===== config.mk =====
export PLATFORM = sky130hd
export DESIGN_NAME = inst_fetch
export DESIGN_NICKNAME = d
export VERILOG_FILES = /design/src/rtl/inst_fetch_pkg.sv /design/src/rtl/inst_fetch_icache.sv /design/src/rtl/inst_fetch.sv
export SDC_FILE = /design/constraint.sdc
export NUM_CORES = 1
export LEC_CHECK = 0
export BUFFER_PORTS_ARGS = -buffer_cell sky130_fd_sc_hd__buf_2
export CAP_MARGIN = 5
export CORE_UTILIZATION = 40
export DETAILED_ROUTE_END_ITERATION = 10
export PLACE_DENSITY = 0.69
export SYNTH_ARGS = -nofsm -noshare
export SYNTH_HDL_FRONTEND = slang
export SYNTH_SLANG_ARGS = --single-unit

===== constraint.sdc =====
create_clock -name clk -period 3.34 [get_ports clk]
set_clock_uncertainty 0.1 [all_clocks]
set_input_delay 0.668 -clock clk [delete_from_list [all_inputs] [get_ports clk]]
set_output_delay 0.668 -clock clk [all_outputs]
set_load 0.005 [all_outputs]

===== src/rtl/inst_fetch_pkg.sv =====
// inst_fetch_pkg
// Shared definitions for the instruction fetch stage:
//   AddrLen / InstLen / ByteLen - address, instruction and memory byte widths
//   INST_BUBBLE                 - flushed encoding that decode treats as a bubble
//   fetch_state_e               - fetch FSM state encoding
//   align_word()                - clears the byte offset of an address
package inst_fetch_pkg;

    localparam int AddrLen = 32;
    localparam int InstLen = 32;
    localparam int ByteLen = 8;

    // addi x0, x0, 0: architecturally a no-op, so a leaked bubble is harmless
    localparam logic [InstLen-1:0] INST_BUBBLE = 32'h0000_0013;

    typedef enum logic [1:0] {
        IDLE  = 2'd0,
        FETCH = 2'd1,
        HOLD  = 2'd2
    } fetch_state_e;

    function automatic logic [AddrLen-1:0] align_word(input logic [AddrLen-1:0] addr);
        return addr & ~AddrLen'(3);
    endfunction

endpackage


===== src/rtl/inst_fetch_icache.sv =====
// inst_fetch_icache
// Direct-mapped instruction cache, one 32-bit instruction per line.
// Index = word address low bits, tag = remaining upper bits.
// Ports:
//   clk, rst        clock, asynchronous active-low reset (clears valid bits)
//   rd_addr         word address (byte offset dropped) looked up combinationally
//   hit, rd_inst    lookup result
//   wr_en, wr_addr,
//   wr_inst         fill port, written on the rising edge
module inst_fetch_icache
    import inst_fetch_pkg::*;
#(
    parameter int LINES = 128
) (
    input  logic                 clk,
    input  logic                 rst,
    input  logic [AddrLen-1:2]   rd_addr,
    output logic                 hit,
    output logic [InstLen-1:0]   rd_inst,
    input  logic                 wr_en,
    input  logic [AddrLen-1:2]   wr_addr,
    input  logic [InstLen-1:0]   wr_inst
);

    localparam int IDX_W = $clog2(LINES);
    localparam int TAG_W = AddrLen - 2 - IDX_W;

    logic [LINES-1:0]   valid;
    logic [TAG_W-1:0]   tags [LINES];
    logic [InstLen-1:0] data [LINES];

    logic [IDX_W-1:0] rd_idx;
    logic [IDX_W-1:0] wr_idx;
    logic [TAG_W-1:0] rd_tag;
    logic [TAG_W-1:0] wr_tag;

    assign rd_idx = rd_addr[IDX_W+1:2];
    assign rd_tag = rd_addr[AddrLen-1:IDX_W+2];
    assign wr_idx = wr_addr[IDX_W+1:2];
    assign wr_tag = wr_addr[AddrLen-1:IDX_W+2];

    assign hit     = valid[rd_idx] && (tags[rd_idx] == rd_tag);
    assign rd_inst = data[rd_idx];

    always_ff @(posedge clk or negedge rst) begin
        if (!rst) begin
            valid <= '0;
        end else if (wr_en) begin
            valid[wr_idx] <= 1'b1;
        end
    end

    // Tag and data arrays are qualified by valid, so they need no reset
    always_ff @(posedge clk) begin
        if (wr_en) begin
            tags[wr_idx] <= wr_tag;
            data[wr_idx] <= wr_inst;
        end
    end

endmodule


===== src/rtl/inst_fetch.sv =====
// inst_fetch
// Instruction fetch stage: holds the PC, assembles 32-bit little-endian
// instructions from a byte-wide memory port and presents them to IF/ID under
// a valid/stall handshake. Redirects restart fetch at the word-aligned target.
// Optional direct-mapped instruction cache enabled by defining ICACHE_EN.
// Ports:
//   clk, rst                  clock, asynchronous active-low reset
//   rdy                       global ready; low freezes every register
//   mem_req_o, mem_addr_o     byte read request / address
//   mem_ack_i, mem_data_i     byte delivered this cycle
//   stall_i                   IF/ID cannot accept this cycle
//   jmp_valid_i, jmp_addr_i   redirect request / target
//   pc_o, inst_o,
//   inst_valid_o, prediction_o  presented instruction (prediction = pc_o + 4)
module inst_fetch
    import inst_fetch_pkg::*;
#(
    parameter logic [AddrLen-1:0] RESET_PC     = 32'h0,
    parameter int                 ICACHE_LINES = 128
) (
    input  logic               clk,
    input  logic               rst,
    input  logic               rdy,
    output logic               mem_req_o,
    output logic [AddrLen-1:0] mem_addr_o,
    input  logic               mem_ack_i,
    input  logic [ByteLen-1:0] mem_data_i,
    input  logic               stall_i,
    input  logic               jmp_valid_i,
    input  logic [AddrLen-1:0] jmp_addr_i,
    output logic [AddrLen-1:0] pc_o,
    output logic [InstLen-1:0] inst_o,
    output logic               inst_valid_o,
    output logic [AddrLen-1:0] prediction_o
);

    if ((ICACHE_LINES < 2) || ((ICACHE_LINES & (ICACHE_LINES - 1)) != 0)) begin : g_bad_lines
        $error("ICACHE_LINES must be a power of two of at least 2");
    end

    fetch_state_e     state, state_n;
    logic [AddrLen-1:0] pc, pc_n;
    logic [1:0]         cnt, cnt_n;
    // Bytes 0..2 of the instruction being assembled; byte 3 comes straight from memory
    logic [23:0]        byte_buf, buf_n;
    logic               req_n;
    logic [AddrLen-1:0] addr_n;
    logic [AddrLen-1:0] pc_o_n;
    logic [InstLen-1:0] inst_n;
    logic               valid_n;
    logic [AddrLen-1:0] pred_n;

    logic               cache_hit;
    logic [InstLen-1:0] cache_inst;

`ifdef ICACHE_EN
    logic fill;

    // Fill only on a completed, non-redirected fetch so partial lines never land
    assign fill = rdy && !jmp_valid_i && (state == FETCH) && mem_ack_i && (cnt == 2'd3);

    inst_fetch_icache #(
        .LINES (ICACHE_LINES)
    ) u_icache (
        .clk     (clk),
        .rst     (rst),
        .rd_addr (pc[AddrLen-1:2]),
        .hit     (cache_hit),
        .rd_inst (cache_inst),
        .wr_en   (fill),
        .wr_addr (pc[AddrLen-1:2]),
        .wr_inst ({mem_data_i, byte_buf})
    );
`else
    assign cache_hit  = 1'b0;
    assign cache_inst = INST_BUBBLE;
`endif

    always_comb begin
        state_n = state;
        pc_n    = pc;
        cnt_n   = cnt;
        buf_n   = byte_buf;
        req_n   = mem_req_o;
        addr_n  = mem_addr_o;
        pc_o_n  = pc_o;
        inst_n  = inst_o;
        valid_n = inst_valid_o;
        pred_n  = prediction_o;

        if (rdy) begin
            if (jmp_valid_i) begin
                // Redirect wins in every state, dropping any partial or held instruction
                pc_n    = align_word(jmp_addr_i);
                state_n = IDLE;
                cnt_n   = 2'd0;
                req_n   = 1'b0;
                valid_n = 1'b0;
                inst_n  = INST_BUBBLE;
            end else begin
                unique case (state)
                    IDLE: begin
                        if (cache_hit) begin
                            pc_o_n  = pc;
                            inst_n  = cache_inst;
                            pred_n  = pc + AddrLen'(4);
                            valid_n = 1'b1;
                            state_n = HOLD;
                        end else begin
                            req_n   = 1'b1;
                            addr_n  = pc;
                            cnt_n   = 2'd0;
                            state_n = FETCH;
                        end
                    end
                    FETCH: begin
                        if (mem_ack_i) begin
                            cnt_n  = cnt + 2'd1;
                            addr_n = mem_addr_o + AddrLen'(1);
                            unique case (cnt)
                                2'd0: buf_n[7:0]   = mem_data_i;
                                2'd1: buf_n[15:8]  = mem_data_i;
                                2'd2: buf_n[23:16] = mem_data_i;
                                default: begin
                                    pc_o_n  = pc;
                                    inst_n  = {mem_data_i, byte_buf};
                                    pred_n  = pc + AddrLen'(4);
                                    valid_n = 1'b1;
                                    req_n   = 1'b0;
                                    state_n = HOLD;
                                end
                            endcase
                        end
                    end
                    HOLD: begin
                        if (!stall_i) begin
                            pc_n    = pc + AddrLen'(4);
                            valid_n = 1'b0;
                            inst_n  = INST_BUBBLE;
                            state_n = IDLE;
                        end
                    end
                    default: state_n = IDLE;
                endcase
            end
        end
    end

    always_ff @(posedge clk or negedge rst) begin
        if (!rst) begin
            state        <= IDLE;
            pc           <= RESET_PC;
            cnt          <= 2'd0;
            mem_req_o    <= 1'b0;
            mem_addr_o   <= '0;
            pc_o         <= '0;
            inst_o       <= INST_BUBBLE;
            inst_valid_o <= 1'b0;
            prediction_o <= '0;
        end else begin
            state        <= state_n;
            pc           <= pc_n;
            cnt          <= cnt_n;
            mem_req_o    <= req_n;
            mem_addr_o   <= addr_n;
            pc_o         <= pc_o_n;
            inst_o       <= inst_n;
            inst_valid_o <= valid_n;
            prediction_o <= pred_n;
        end
    end

    always_ff @(posedge clk) begin
        byte_buf <= buf_n;
    end

endmodule


Word level (Yosys, flattened, before mapping). Cells that the tools add are included. Widths: inputs -> output; s select.

Bitwise operators: 2. Mux-type cells: 27. $add $sub $neg: 3. Reduce and logical (&&, ||, !) cells: 17. Eq/ne operators: 9.

Operator list (number): $mux 32 (8); $pmux 32 s2 (2); $add 32x1->32 const B (1); $add 32x3->32 const B (1); $reduce_and 5->1 (5); $mux 2 (6); $reduce_and 4->1 (3); $ne 3x3->1 const B (3); $mux 1 (7); $pmux 2 s3 (1); $reduce_and 3->1 (2); $reduce_bool 3->1 (2); $eq 2x1->1 const B (2); $eq 2x2->1 const B (2); $logic_not 2->1 (2); $pmux 1 s2 (2); $pmux 2 s2 (1); $reduce_bool 2->1 (2); $reduce_or 3->1 (1); $add 2x1->2 const B (1); $ne 2x1->1 const B (1); $ne 2x2->1 const B (1); $not 1->1 (2).

Bits of input ports: 46. Output and inout bits: 130. Logic and storage cells: 70. Register bits: 190.

Depth between registers and ports, before layout.
Word-level depth: 6. Depth in mapped cells: 9. Mapped depth without buffers: 6.

Worst setup path before layout. No wires, ideal clock.

Path kind: input to register. Start point: input jmp_valid_i. End point: register prediction_o[31]. Library setup time: 69 ps. Buffers on the path: 3. Cell stages on the path: 8. Path slack: 916 ps. Arrival time: 2255 ps. Data required time: 3171 ps. Path through: clkbuf_1 > nand2b_1 > nor3_1 > and3_1 > clkbuf_1 > buf_1 > nand3_1 > nand3_1.

Word-level cells in the longest chain between the ends: 2.

Ends and longest elaborated chain: from (decl) (line inst_fetch.sv:29) `input logic jmp_valid_i,`; $not 1->1 (no source line); $reduce_and 5->1 (no source line); to (signal assigned) (line inst_fetch.sv:169) `prediction_o <= pred_n;`; to (decl) (line inst_fetch.sv:34) `output logic [AddrLen-1:0] prediction_o`.

Every way passes these cells. A chain may end at the register's enable or synchronous reset.

Final worst setup path.
Start point: register pc[10]. End point: register pc[29].

Word-level cells in the longest chain between the ends: 4.

Ends and longest elaborated chain: from (decl) (line inst_fetch.sv:42) `logic [AddrLen-1:0] pc, pc_n;`; from (signal assigned) (line inst_fetch.sv:162) `pc <= pc_n;`; $add 32x3->32 (line inst_fetch.sv:137) `pc_n = pc + AddrLen'(4);`; $mux 32 (line inst_fetch.sv:136) `if (!stall_i) begin`; $mux 32 (line inst_fetch.sv:101) `unique case (state)`; $mux 32 (line inst_fetch.sv:92) `if (jmp_valid_i) begin`.

Every way passes these cells. The select of a mux whose other input is x is not followed.

==> summary.md <==
| Metric | Value |
|---|---|
| Ratio of cells with drive above 1 in the final layout | between 20% and 30% |
| Fin. max-slew vios | 0 |
| Filler instances | ~2,100 |
| Setup TNS | 0 ps |
| WL/cell | 18.2 um |
| Lkg Pwr | slightly below 0.005 uW |
| Placed cells | 1,339 |
| Worst min-delay path category | input port to asynchronous set/reset pin |
| Worst r2r src | pc[10]$_DFFE_PN0P_ |
| Final setup viols | 0 |
| Number of synthesized flops with an enable pin | 24 |
| Antenna viol nets, final | 0 |
| Vias in the first global route | 6,829 |
| Port bufs | 169 |
| Worst-path fanout max | 9 |
| Initial core utilization | between 40% and 50% |
| Nature of the critical path startpoint | register |
| Primary FF master, synth | dfrtp_1 |
| Global-route wire length before repair | 38,400 um |
| Warning count from the yosys run | 0 |
| Avg Synthesized Cell Area | between 9 and 10 sq um |
| GRT overflow | 0 |
| Clk Latency, worst-skew pair | ~440 ps |
| VDD IR max | 337 uV |
| Reg clk slew, reported paths | ~80 ps |
| Top-area cell type share of the netlist area | 43.9% |
| Pin count of the biggest net entering global routing | 70 |
| Die area | 23,000 sq um |
| CTS max path bufs | 2 |
| Final WL | 25,000 um |
| PwrDens | 579 nW/um^2 |
| Area contributors post-synth | dfrtp_1 44%, edfxtp_1 8.0%, nand2_1 7.8% |
| Area grow syn2layout | 19.2% |
| #FFs+latches synth | 184 |
| Overall global routing resource usage | 21.9% |
| DP Wirelength | roughly 17,000 um |
| Fin util | 48.8% |
| Row cnt | 54 |
| Crit-path leading delay family | simple AND/OR/NAND/NOR gates |
| Req. time, crit path | 3560 ps |
| Core Box Area | 21,900 sq um |
| FF-to-FF End | pc[29]$_DFFE_PN0P_ |
| Synth cell count leaders | 187 x nand2_1, 157 x dfrtp_1, 84 x o21ai_0 |
| Worst R2R Path Depth | 5 |
| Die X | 152 um |
| Hold Fails Final Rpt | 0 |
| Status | complete, no violations |
| Cell taking the most area after synthesis | dfrtp_1 |
| Drt first pass iters | 5 |
| Cts repair resizes | 0 |
| CTS H-tree lvls | 4 |
| Vias after detailed routing | 7,624 |
| Cells after Synth | 950 |
| Clk Tree Root Cell | clkbuf_16 |
| Crit path launch | pc[10]$_DFFE_PN0P_ |
| Final period utilization | 77.8% |
| Async set-or-reset flop fraction in the synthesized netlist | 87.0% |
| Seq. cell area | 4730 sq um |
| Drt drc | 0 |
| Crit path capture | pc[29]$_DFFE_PN0P_ |
| Unrepaired setup endpoints after global routing | false |
| Multi-input gate area | 3860 sq um |
| CTS sink count | 184 |
| Most frequent cell after synthesis | nand2_1 |
| GPL Wtd Cong | 0.885 |
| Initial antenna violation count | 0 |
| Post-CTS setup buffers | 0 |
| Post-CTS Hold Buffers | 0 |
| Crit Path Class | register to register |
| Netlist cell types | 66 |
| Die H | 152 um |
| Crit. End Element | register |
| R2R setup slack | about 740 ps |
| DR vias/cell | 5.56 |
| Sequential cell area fraction in the yosys report | 52.8% |
| Io pins | 176 |
| TritonCTS buffer count | 17 |
| Critical path arrival | 2820 ps |
| Critical-path cell list | nand4_4 -> or4_4 -> nor4_4 -> a311oi_1 -> a311o_1 |
| Min Clock Period, post-route | 2600 ps |
| Post-route insts no fill | ~1,400 |
| Max cap viols | 0 |
| Largest stage delay, worst path | between 600 and 700 ps |
| CTS tree | built |
| Critical path depth in cells | 5 |
| Worst Tran Pin Value | 852 ps |
| Max_slew headroom | 43.1% |
| DRT iter0 DRCs | ~560 |
| Post-synthesis cell area | 8960 sq um |
| Nets | 1,130 |
| CP bufs+invs | 0 |
| FMAX | 385 MHz |
| CP max-delay cell | or4_4 |
-- final cells by class --
type / instances / share of cell area, %
flip-flops and latches: 184 / 44.3
inverters: 13 / 0.457
clock buffers: 17 / 3.99
diodes: 1 / 0.0234
multi-input cells: 672 / 36.2
well taps: 280 / 3.28
repair buffers: 190 / 9.81
clock inverters: 15 / 1.96
-- through the flow --
stage / worst slack (ps) / hold WS, ps / area (sq um) / power (uW)
final: 740 / 121 / 10700 / 6180
after CTS: 772 / 156 / 10700 / 6220
after detailed placement: 502 / 358 / 10000 / 4050
after global placement: 554 / 353 / 10000 / 4020
after floorplan: 916 / 272 / 8970 / 3510
after global routing: 664 / 168 / 10700 / 6470
-- power by group --
part | leakage [uW] | switching (uW) | internal [uW]
logic | 0.00240 | 616 | 469
clock network | 0.000310 | 1020 | 1160
registers | 0.00227 | 412 | 2510
-- cells in the final DEF, fill, tap and decap left out, types with 5 or more instances in the layout --
master,n
nand2_1,187
buf_2,168
dfrtp_1,157
o21ai_0,84
a21oi_1,45
nand3_1,41
nor2_1,36
nor3_1,26
and3_1,24
edfxtp_1,24
a22o_1,21
buf_4,18
nand4_1,17
xnor2_1,17
clkbuf_16,17
inv_1,13
o22ai_1,11
mux2i_1,10
a22oi_1,10
xor2_1,9
or3_1,8
and4_1,8
or4_1,6
nor2b_1,6
a31oi_1,6
nand2b_1,6
ha_1,6
a311oi_1,5
and2_1,5
o2bb2ai_1,5
a2bb2oi_1,5
inv_8,5
-- how the worst min path moves through the flow --
stage / startpoint / end / slack (ps) / cells past startpoint
after global routing: rst / prediction_o[17]$_DFFE_PN0P_ / 170 / 1
final: rst / prediction_o[17]$_DFFE_PN0P_ / 120 / 1
after CTS: rst / prediction_o[17]$_DFFE_PN0P_ / 160 / 1
after floorplan: rst / cnt[0]$_DFFE_PN0P_ / 270 / 0
after global placement: byte_buf[15]$_DFFE_PP_ / inst_o[15]$_DFFE_PN0P_ / 350 / 1
after detailed placement: pc_o[10]$_DFFE_PN0P_ / pc_o[10]$_DFFE_PN0P_ / 360 / 2
-- flip-flops by register name, summed over array words and instances (netlist names) --
name	flops
inst_o	32
pc	30
cnt	2
prediction_o	30
state	2
mem_addr_o	32
pc_o	30
byte_buf	24
mem_req_o	1
inst_valid_o	1
-- layer usage --
layer	track usage (%)	share of wire, %
met1	31.4	47
met3	4.43	6.3
met2	33.3	46
met4	6.19	1.3
met5	0	0
-- cells by family (layout without fill, tap and decap cells) --
logic type / count (synthesis) / after routing / synth area share [%]
adder cells (fa/ha/maj): 6 / 6 / 0.838
multiplexers: 10 / 10 / 1.12
AND/OR/NAND/NOR: 394 / 394 / 21.6
flip-flops: 184 / 184 / 52.8
XOR/XNOR: 26 / 26 / 2.54
other: 1 / 5 / 0.0419
buffers and inverters: 97 / 235 / 4.54
AO/OA/AOI/OAI: 232 / 232 / 16.5
Power figures use the tool's default switching activity.
